$ cat config.mk
export PLATFORM = sky130hd
export DESIGN_NAME = phase_sequencer
export DESIGN_NICKNAME = d
export VERILOG_FILES = /design/src/rtl/phase_sequencer.sv
export SDC_FILE = /design/constraint.sdc
export NUM_CORES = 1
export LEC_CHECK = 0
export CAP_MARGIN = 20
export CORE_MARGIN = 2
export CORE_UTILIZATION = 53
export CTS_BUF_LIST = sky130_fd_sc_hd__clkbuf_16
export DETAILED_ROUTE_END_ITERATION = 7
export GPL_TIMING_DRIVEN = 0
export MAX_ROUTING_LAYER = met4
export PLACE_DENSITY = 0.81
export SYNTH_ARGS = -nofsm -noshare
export SYNTH_HDL_FRONTEND = slang
export SYNTH_SLANG_ARGS = --single-unit
$ cat constraint.sdc
create_clock -name clk -period 4.55 [get_ports clk]
set_input_delay 0.455 -clock clk [delete_from_list [all_inputs] [get_ports clk]]
set_output_delay 0.455 -clock clk [all_outputs]
set_load 0.05 [all_outputs]
$ cat src/rtl/phase_sequencer.sv
// Multi-phase instruction-cycle sequencer: one-hot phase strobes with per-phase stretch,
// run/halt/single-step control, boundary stall and a completed-cycle counter.
module phase_sequencer #(
    parameter int unsigned PHASES       = 3,
    parameter int unsigned PHASE_CYCLES = 1,
    parameter int unsigned COUNT_WIDTH  = 16,
    parameter bit          START_HALTED = 1'b0,
    localparam int unsigned PH_W        = $clog2(PHASES)
) (
    input  logic                   clk,
    input  logic                   reset,
    input  logic                   run_req,
    input  logic                   halt_req,
    input  logic                   step_req,
    input  logic                   stall,
    output logic [PHASES-1:0]      out,
    output logic [PH_W-1:0]        phase_idx,
    output logic                   cycle_done,
    output logic [COUNT_WIDTH-1:0] cycle_count,
    output logic                   halted
);

    localparam int unsigned DIV_W = (PHASE_CYCLES > 1) ? $clog2(PHASE_CYCLES) : 1;

    typedef enum logic [1:0] {
        S_HALTED = 2'd0,
        S_RUN    = 2'd1,
        S_STEP   = 2'd2,
        S_WAIT   = 2'd3
    } state_t;

    localparam state_t RESET_STATE = START_HALTED ? S_HALTED : S_RUN;

    state_t                 state, state_nxt;
    logic [PH_W-1:0]        phase, phase_nxt;
    logic [DIV_W-1:0]       div, div_nxt;
    logic                   halt_pend, halt_pend_nxt;
    logic [PHASES-1:0]      out_nxt;
    logic                   cycle_done_nxt;
    logic [COUNT_WIDTH-1:0] cycle_count_nxt;

    logic div_last;
    logic phase_last;
    logic boundary;
    logic idle_run;

    function automatic logic [PHASES-1:0] onehot(input logic [PH_W-1:0] p);
        return PHASES'(1) << p;
    endfunction

    assign div_last   = (div == DIV_W'(PHASE_CYCLES - 1));
    assign phase_last = (phase == PH_W'(PHASES - 1));
    assign boundary   = phase_last && div_last;
    // RUN straight out of reset has not yet issued phase 0; its first edge starts a cycle.
    assign idle_run   = (state == S_RUN) && (out == '0);

    // State register
    always_ff @(posedge clk) begin
        if (!reset) begin
            state       <= RESET_STATE;
            phase       <= '0;
            div         <= '0;
            halt_pend   <= 1'b0;
            out         <= '0;
            cycle_done  <= 1'b0;
            cycle_count <= '0;
            halted      <= START_HALTED;
        end else begin
            state       <= state_nxt;
            phase       <= phase_nxt;
            div         <= div_nxt;
            halt_pend   <= halt_pend_nxt;
            out         <= out_nxt;
            cycle_done  <= cycle_done_nxt;
            cycle_count <= cycle_count_nxt;
            halted      <= (state_nxt == S_HALTED);
        end
    end

    // Next-state and registered-output values
    always_comb begin
        state_nxt       = state;
        phase_nxt       = phase;
        div_nxt         = div;
        halt_pend_nxt   = halt_pend;
        out_nxt         = out;
        cycle_done_nxt  = 1'b0;
        cycle_count_nxt = cycle_count;

        case (state)
            S_HALTED: begin
                out_nxt = '0;
                if (run_req || step_req) begin
                    state_nxt = run_req ? S_RUN : S_STEP;
                    phase_nxt = '0;
                    div_nxt   = '0;
                    out_nxt   = onehot(PH_W'(0));
                end
            end

            S_WAIT: begin
                out_nxt = '0;
                if (halt_req || halt_pend) begin
                    state_nxt     = S_HALTED;
                    halt_pend_nxt = 1'b0;
                end else if (!stall) begin
                    state_nxt = S_RUN;
                    phase_nxt = '0;
                    div_nxt   = '0;
                    out_nxt   = onehot(PH_W'(0));
                end
            end

            S_RUN, S_STEP: begin
                if (idle_run) begin
                    phase_nxt = '0;
                    div_nxt   = '0;
                    out_nxt   = onehot(PH_W'(0));
                    if (halt_req) begin
                        halt_pend_nxt = 1'b1;
                    end
                end else if (boundary) begin
                    cycle_done_nxt  = 1'b1;
                    cycle_count_nxt = COUNT_WIDTH'(cycle_count + COUNT_WIDTH'(1));
                    phase_nxt       = '0;
                    div_nxt         = '0;
                    if (state == S_STEP) begin
                        state_nxt = S_HALTED;
                        out_nxt   = '0;
                    end else if (halt_pend || halt_req) begin
                        state_nxt     = S_HALTED;
                        halt_pend_nxt = 1'b0;
                        out_nxt       = '0;
                    end else if (stall) begin
                        state_nxt = S_WAIT;
                        out_nxt   = '0;
                    end else begin
                        out_nxt = onehot(PH_W'(0));
                    end
                end else begin
                    if (div_last) begin
                        div_nxt   = '0;
                        phase_nxt = PH_W'(phase + PH_W'(1));
                        out_nxt   = onehot(PH_W'(phase + PH_W'(1)));
                    end else begin
                        div_nxt = DIV_W'(div + DIV_W'(1));
                    end
                    // A halt seen mid-cycle waits for the boundary; the cycle always completes.
                    if ((state == S_RUN) && halt_req) begin
                        halt_pend_nxt = 1'b1;
                    end
                end
            end

            default: begin
                state_nxt = S_HALTED;
                out_nxt   = '0;
            end
        endcase
    end

    assign phase_idx = phase;

endmodule
==> results of run 1 <==
-- area by class of cell --
class / count / area, µm² / area share
multi-input cells: 115 / 778 / 0.445
flip-flops and latches: 26 / 520 / 0.298
repair buffers: 28 / 280 / 0.160
clock buffers: 3 / 75.1 / 0.0429
well taps: 30 / 37.5 / 0.0215
plain buffers: 5 / 31.3 / 0.0179
inverters: 6 / 22.5 / 0.0129
clock inverters: 1 / 3.75 / 0.00215
-- tightest hold or removal path, delay by kind of cell (launching register included) --
family | cells | cell delay (ns)
and+or+nand+nor | 1 | 0.07
xor gates and xnor gates | 1 | 0.08
DFF | 1 | 0.35
-- stage by stage --
step           cells  setup slack (ns)  total power (W)
6_report         214              2.40         0.000739
5_1_grt          214              2.25         0.000781
4_1_cts          214              2.39         0.000741
3_5_place_dp     210              2.41         0.000551
3_3_place_gp     210              2.46         0.000546
2_1_floorplan    152              2.55         0.000478
-- synth_stat cells, types with 3 or more instances --
cell / instances / area (µm²)
xor2_1: 11 / 96.3
xnor2_1: 4 / 35.0
nor2_1: 20 / 75.1
dfxtp_1: 26 / 521
nand2_1: 7 / 26.3
nand3_1: 10 / 50.1
a21oi_1: 7 / 35.0
nand4_1: 5 / 31.3
nor4_1: 4 / 25.0
ha_1: 7 / 87.6
inv_1: 6 / 22.5
and2_1: 6 / 37.5
nor3_1: 4 / 20.0
and3_1: 3 / 18.8
-- routing by layer --
layer,vias to the layer above,share of wire,GRT usage
met5,-,0,-
met4,0,0.013,0.0958
met3,4,0.040,0.0246
met2,34,0.51,0.418
met1,553,0.44,0.270
li1,603,-,-
-- worst paths after layout --
check                                  endpoint  cells after the start
worst max-delay path             cycle_count[6]                      7
worst min-delay path            cycle_count[15]                      2
worst max register to register   cycle_count[6]                      7
worst min register to register  cycle_count[15]                      2
-- kinds of logic after synthesis --
logic type	Yosys count
muxes	1
DFF	26
and+or+nand+nor	71
AOI/OAI and AO/OA	21
xor gates and xnor gates	15
adders and majority gates	7
buffers and inverters	11
-- where the power goes --
part	internal [W]	switching, W
Sequential	0.000250	0.0000262
Clock	0.000117	0.0000737
Combinational	0.000101	0.000170
-- registers in the layout, indices dropped and copies added, names as in the netlist --
signal and count:
phase_idx 2, state 2, out 3, halt_pend 1
cycle_done 1, halted 1, cycle_count 16
==> results.sh, run 1 <==
export IMPL_status="completed"
export IMPL_antenna_found_initial=0
export IMPL_critical_path_buf_inv_count=1
export IMPL_htree_levels=1
export IMPL_grt_first_pass_wirelength_um=4860
export IMPL_grt_ovfl_total=0
export IMPL_cts_tree="built"
export IMPL_ys_flop_type="dfxtp_1"
export IMPL_synth_compound_area_frac=0.105
export IMPL_cp_max_fo=6
export IMPL_utilization=0.713
export IMPL_holdWs_ns=0.524
export IMPL_grt_pass1_vias=1121
export IMPL_rsz0062_at_grt="no"
export IMPL_cts_clk_slew_worst_paths_ns=0.06
export IMPL_synth_edf_count=0
export IMPL_fp_dieH_um=54.5
export IMPL_crit_chain="inv_1 > ha_1 > or4b_4 > nand2_1 > or4_1 > xnor2_1 > and2_1"
export IMPL_yosysSeqAreaShare=0.385
export IMPL_powerDensity_nw_per_um2=422
export IMPL_synth_top_family_by_area="simple AND/OR/NAND/NOR gates"
export IMPL_regToRegSetupSlack_ns=2.40
export IMPL_min_path_type="reg -> reg"
export IMPL_antenna_cells=0
export IMPL_final_common_cell="clkdlybuf4s50_1"
export IMPL_synthMuxAreaShare=0.00740
export IMPL_clock_path_buffers=2
export IMPL_worstSkewPairLatency_ns=0.25
export IMPL_worstSetupStartpoint="state[1]"
export IMPL_ir_worst_vdd_mv=0.290
export IMPL_drtAntennaViolNets=0
export IMPL_synthSimpleGateAreaFrac=0.301
export IMPL_start_kind="flip-flop"
export IMPL_leakagePower_nw=0.698
export IMPL_hpwlAfterDp_um=2320
export IMPL_synth_async_sr_flop_share=0
export IMPL_final_layout_size_suffix_gt1_frac=0.0598
export IMPL_cts_hold_fix_buffers=0
export IMPL_drt_initial_drc_count=19
export IMPL_io_pins=29
export IMPL_vias=1194
export IMPL_path_class="reg -> reg"
export IMPL_grt_start_max_net_pins=15
export IMPL_numCtsBuffers=3
export IMPL_finalSetupTns_ns=0
export IMPL_cts_sinks=26
export IMPL_die_w_um=54.5
export IMPL_critPathCaptureType="flip-flop"
export IMPL_synthToLayoutAreaGrowth_pct=29.3
export IMPL_min_period_over_period=0.473
export IMPL_critical_path_slowest_cell="or4_1"
export IMPL_synth_xor_area_frac=0.0971
export IMPL_drv_slew=0
export IMPL_globalRouteTotalUtil=0.236
export IMPL_portBuffers=28
export IMPL_max_clock_freq_mhz=465
export IMPL_drc=0
export IMPL_reg2reg_from="state[1]"
export IMPL_cp_arrival_ns=2.30
export IMPL_yosys_warnings=0
export IMPL_worstPathRequired_ns=4.70
export IMPL_postPlaceCellArea_um2=1670
export IMPL_syn_inst=152
export IMPL_post_cts_buffers=0
export IMPL_row_count=18
export IMPL_root_buffer="clkbuf_16"
export IMPL_synth_nets=165
export IMPL_ys_types=40
export IMPL_fp_dieArea_um2=2970
export IMPL_fillCellCount=199
export IMPL_worstHoldStart="cycle_count[15]"
export IMPL_finalHoldViolCount=0
export IMPL_postLayoutCellArea_um2=1750
export IMPL_final_setup_viol_count=0
export IMPL_cpLargestDelayFamily="simple AND/OR/NAND/NOR gates"
export IMPL_synth_adder_area_share=0.0648
export IMPL_start_util=0.551
export IMPL_gp_congestion=0.924
export IMPL_first_pass_iters=4
export IMPL_tightest_slew_ns=0.507
export IMPL_fin_skew_ns=0.00359
export IMPL_finalWirelength_um=2950
export IMPL_netlist_area_um2=1350
export IMPL_max_slew_margin=0.661
export IMPL_layout_nets=198
export IMPL_wl_per_cell_um=13.8
export IMPL_core_area_um2=2450
export IMPL_post_route_min_period_ns=2.15
export IMPL_ys_ff_latch=26
export IMPL_maxCapViolCount=0
export IMPL_slowest_delay_ns=0.55
export IMPL_syn_area_per_cell_um2=8.90
export IMPL_viasPerCell=5.58
export IMPL_cts_resized=0
export IMPL_layout_common_cells="clkdlybuf4s50_1 (28), dfxtp_1 (26), nor2_1 (20)"
No activity file was read; power rests on OpenSTA's default activity.
==> inputs of run 2 (changes only) <==
--- a/config.mk
+++ b/config.mk
@@ -7,12 +7,12 @@
 export LEC_CHECK = 0
 export CAP_MARGIN = 20
 export CORE_MARGIN = 2
-export CORE_UTILIZATION = 53
+export CORE_UTILIZATION = 45
 export CTS_BUF_LIST = sky130_fd_sc_hd__clkbuf_16
 export DETAILED_ROUTE_END_ITERATION = 7
 export GPL_TIMING_DRIVEN = 0
 export MAX_ROUTING_LAYER = met4
-export PLACE_DENSITY = 0.81
+export PLACE_DENSITY = 0.73
 export SYNTH_ARGS = -nofsm -noshare
 export SYNTH_HDL_FRONTEND = slang
 export SYNTH_SLANG_ARGS = --single-unit
==> constraint.sdc (replaced) <==
create_clock -name clk -period 1.8 [get_ports clk]
set_input_delay 0.18 -clock clk [delete_from_list [all_inputs] [get_ports clk]]
set_output_delay 0.18 -clock clk [all_outputs]
set_load 0.05 [all_outputs]
==> run 2 against run 1 <==
Effect of this change: the flow now finishes with violations (DRC); clock skew up 0.0060 ns; flip-flop and latch count stayed put; critical endpoint unchanged; register-to-register slack worse by 2.3 ns; clock-buffer cell count unchanged.
==> results.sh, run 2 (synthesis gave the netlist of run 1 again) <==
export IMPL_holdWs_ns=0.485
export IMPL_root_buffer="clkbuf_16"
export IMPL_post_route_min_period_ns=1.72
export IMPL_max_slew_margin=0.649
export IMPL_row_count=19
export IMPL_antenna_cells=0
export IMPL_ir_worst_vdd_mv=0.787
export IMPL_cp_arrival_ns=1.88
export IMPL_highest_layer="met4"
export IMPL_path_class="reg -> reg"
export IMPL_vias=1255
export IMPL_start_util=0.482
export IMPL_largest_reg_flops=16
export IMPL_fp_dieArea_um2=3460
export IMPL_r2r_cells=7
export IMPL_antenna_found_initial=0
export IMPL_critPathCaptureType="flip-flop"
export IMPL_regToRegSetupSlack_ns=0.08
export IMPL_cts_hold_fix_buffers=0
export IMPL_dp_worst_setup_slack_ns=-0.165
export IMPL_finalHoldViolCount=0
export IMPL_die_w_um=58.8
export IMPL_wl_met1_um=1320
export IMPL_top_register="cycle_count"
export IMPL_clock_path_buffers=2
export IMPL_worstHoldStart="phase_idx[0]"
export IMPL_status="finished, violations left"
export IMPL_layout_common_cells="clkdlybuf4s50_1 (28), nor2_1 (20), dfxtp_1 (17)"
export IMPL_finalWirelength_um=3050
export IMPL_worstPathRequired_ns=1.96
export IMPL_hpwlAfterDp_um=2280
export IMPL_portBuffers=28
export IMPL_grt_ovfl_total=0
export IMPL_final_layout_size_suffix_gt1_frac=0.174
export IMPL_fin_ws_ns=0.0804
export IMPL_start_kind="flip-flop"
export IMPL_fp_dieH_um=58.8
export IMPL_drv_slew=0
export IMPL_reg2reg_from="state[1]"
export IMPL_max_clock_freq_mhz=582
export IMPL_cts_sinks=26
export IMPL_viasPerCell=5.68
export IMPL_met2WireLength_um=1560
export IMPL_grt_start_max_net_pins=15
export IMPL_min_period_over_period=0.955
export IMPL_synthToLayoutAreaGrowth_pct=38.0
export IMPL_min_path_type="reg -> reg"
export IMPL_hold_path_endpoint="out[1]"
export IMPL_total_power_w=0.00201
export IMPL_layout_nets=204
export IMPL_whs_path_depth=1
export IMPL_drtAntennaViolNets=0
export IMPL_finalSetupTns_ns=0
export IMPL_numCtsBuffers=3
export IMPL_worstSkewPairLatency_ns=0.26
export IMPL_r2r_end="cycle_count[6]"
export IMPL_powerDensity_nw_per_um2=1080
export IMPL_drc=2
export IMPL_final_setup_viol_count=0
export IMPL_cts_tree="built"
export IMPL_leakagePower_nw=0.739
export IMPL_first_pass_iters=6
export IMPL_htree_levels=1
export IMPL_rsz0062_at_grt="yes"
export IMPL_tightest_slew_ns=0.524
export IMPL_maxCapViolCount=0
export IMPL_violations="DRC"
export IMPL_core_area_um2=2810
export IMPL_dr_wl_met3_um=157
export IMPL_io_pins=29
export IMPL_reg_largest_list="cycle_count (16), out (3)"
export IMPL_final_common_cell="clkdlybuf4s50_1"
export IMPL_cts_clk_slew_worst_paths_ns=0.07
export IMPL_globalRouteTotalUtil=0.203
export IMPL_wl_per_cell_um=13.8
export IMPL_grt_pass1_vias=1209
export IMPL_fin_skew_ns=0.00960
export IMPL_worstSetupStartpoint="state[1]"
export IMPL_drt_initial_drc_count=54
export IMPL_grt_first_pass_wirelength_um=5340
export IMPL_cp_max_fo=6
export IMPL_gp_congestion=0.890
-- run 2: critical path, cell delays in order (launching register included) --
cell	delay (ns)
dfxtp_4	0.38
inv_6	0.05
ha_4	0.16
or4b_4	0.22
nand2_2	0.10
or4_4	0.43
xnor2_1	0.14
and2_1	0.15
-- run 2: how the worst max path moves through the flow --
| stage | end | slack, ns |
|---|---|---|
| after floorplan | cycle_count[6] | 0.05 |
| after global placement | cycle_count[9] | -0.15 |
| after detailed placement | cycle_count[9] | -0.17 |
| after CTS | halted | -0.05 |
| after global routing | cycle_count[4] | -0.01 |
| final | cycle_count[6] | 0.08 |
-- run 2: routing by layer --
layer,global-route usage,up-vias
met5,-,-
met4,0.0519,0
met3,0.0571,4
met2,0.335,33
met1,0.243,599
li1,-,619
-- run 2: per-stage QoR --
step / utilization / instance area, µm² / cells
after floorplan: - / 1380 / 152
after global placement: 0.607 / 1700 / 211
after detailed placement: 0.607 / 1700 / 211
after CTS: 0.650 / 1820 / 219
after global routing: 0.665 / 1870 / 221
final: 0.665 / 1870 / 221
-- run 2: final cells by class --
cell class	count	area, µm²
fillers	231	938
multi-input cells	115	818
flip-flops and latches	26	539
repair buffers	34	329
clock buffers	3	75.1
well taps	31	38.8
plain buffers	5	35.0
inverters	6	27.5
clock inverters	1	3.75
-- run 2: where the power goes --
part / leakage [nW] / internal, W / switching [W]
logic: 0.485 / 0.000337 / 0.000475
registers: 0.215 / 0.000642 / 0.0000678
clock network: 0.0385 / 0.000297 / 0.000190
-- run 2: timing repair --
item / 4_1_cts / 5_1_grt
cloned: 0 / 0
endpoints found under the setup margin: 16 / 17
setup buffers: 4 / 2
resized for setup: 3 / 9
pin swaps: 1 / 3
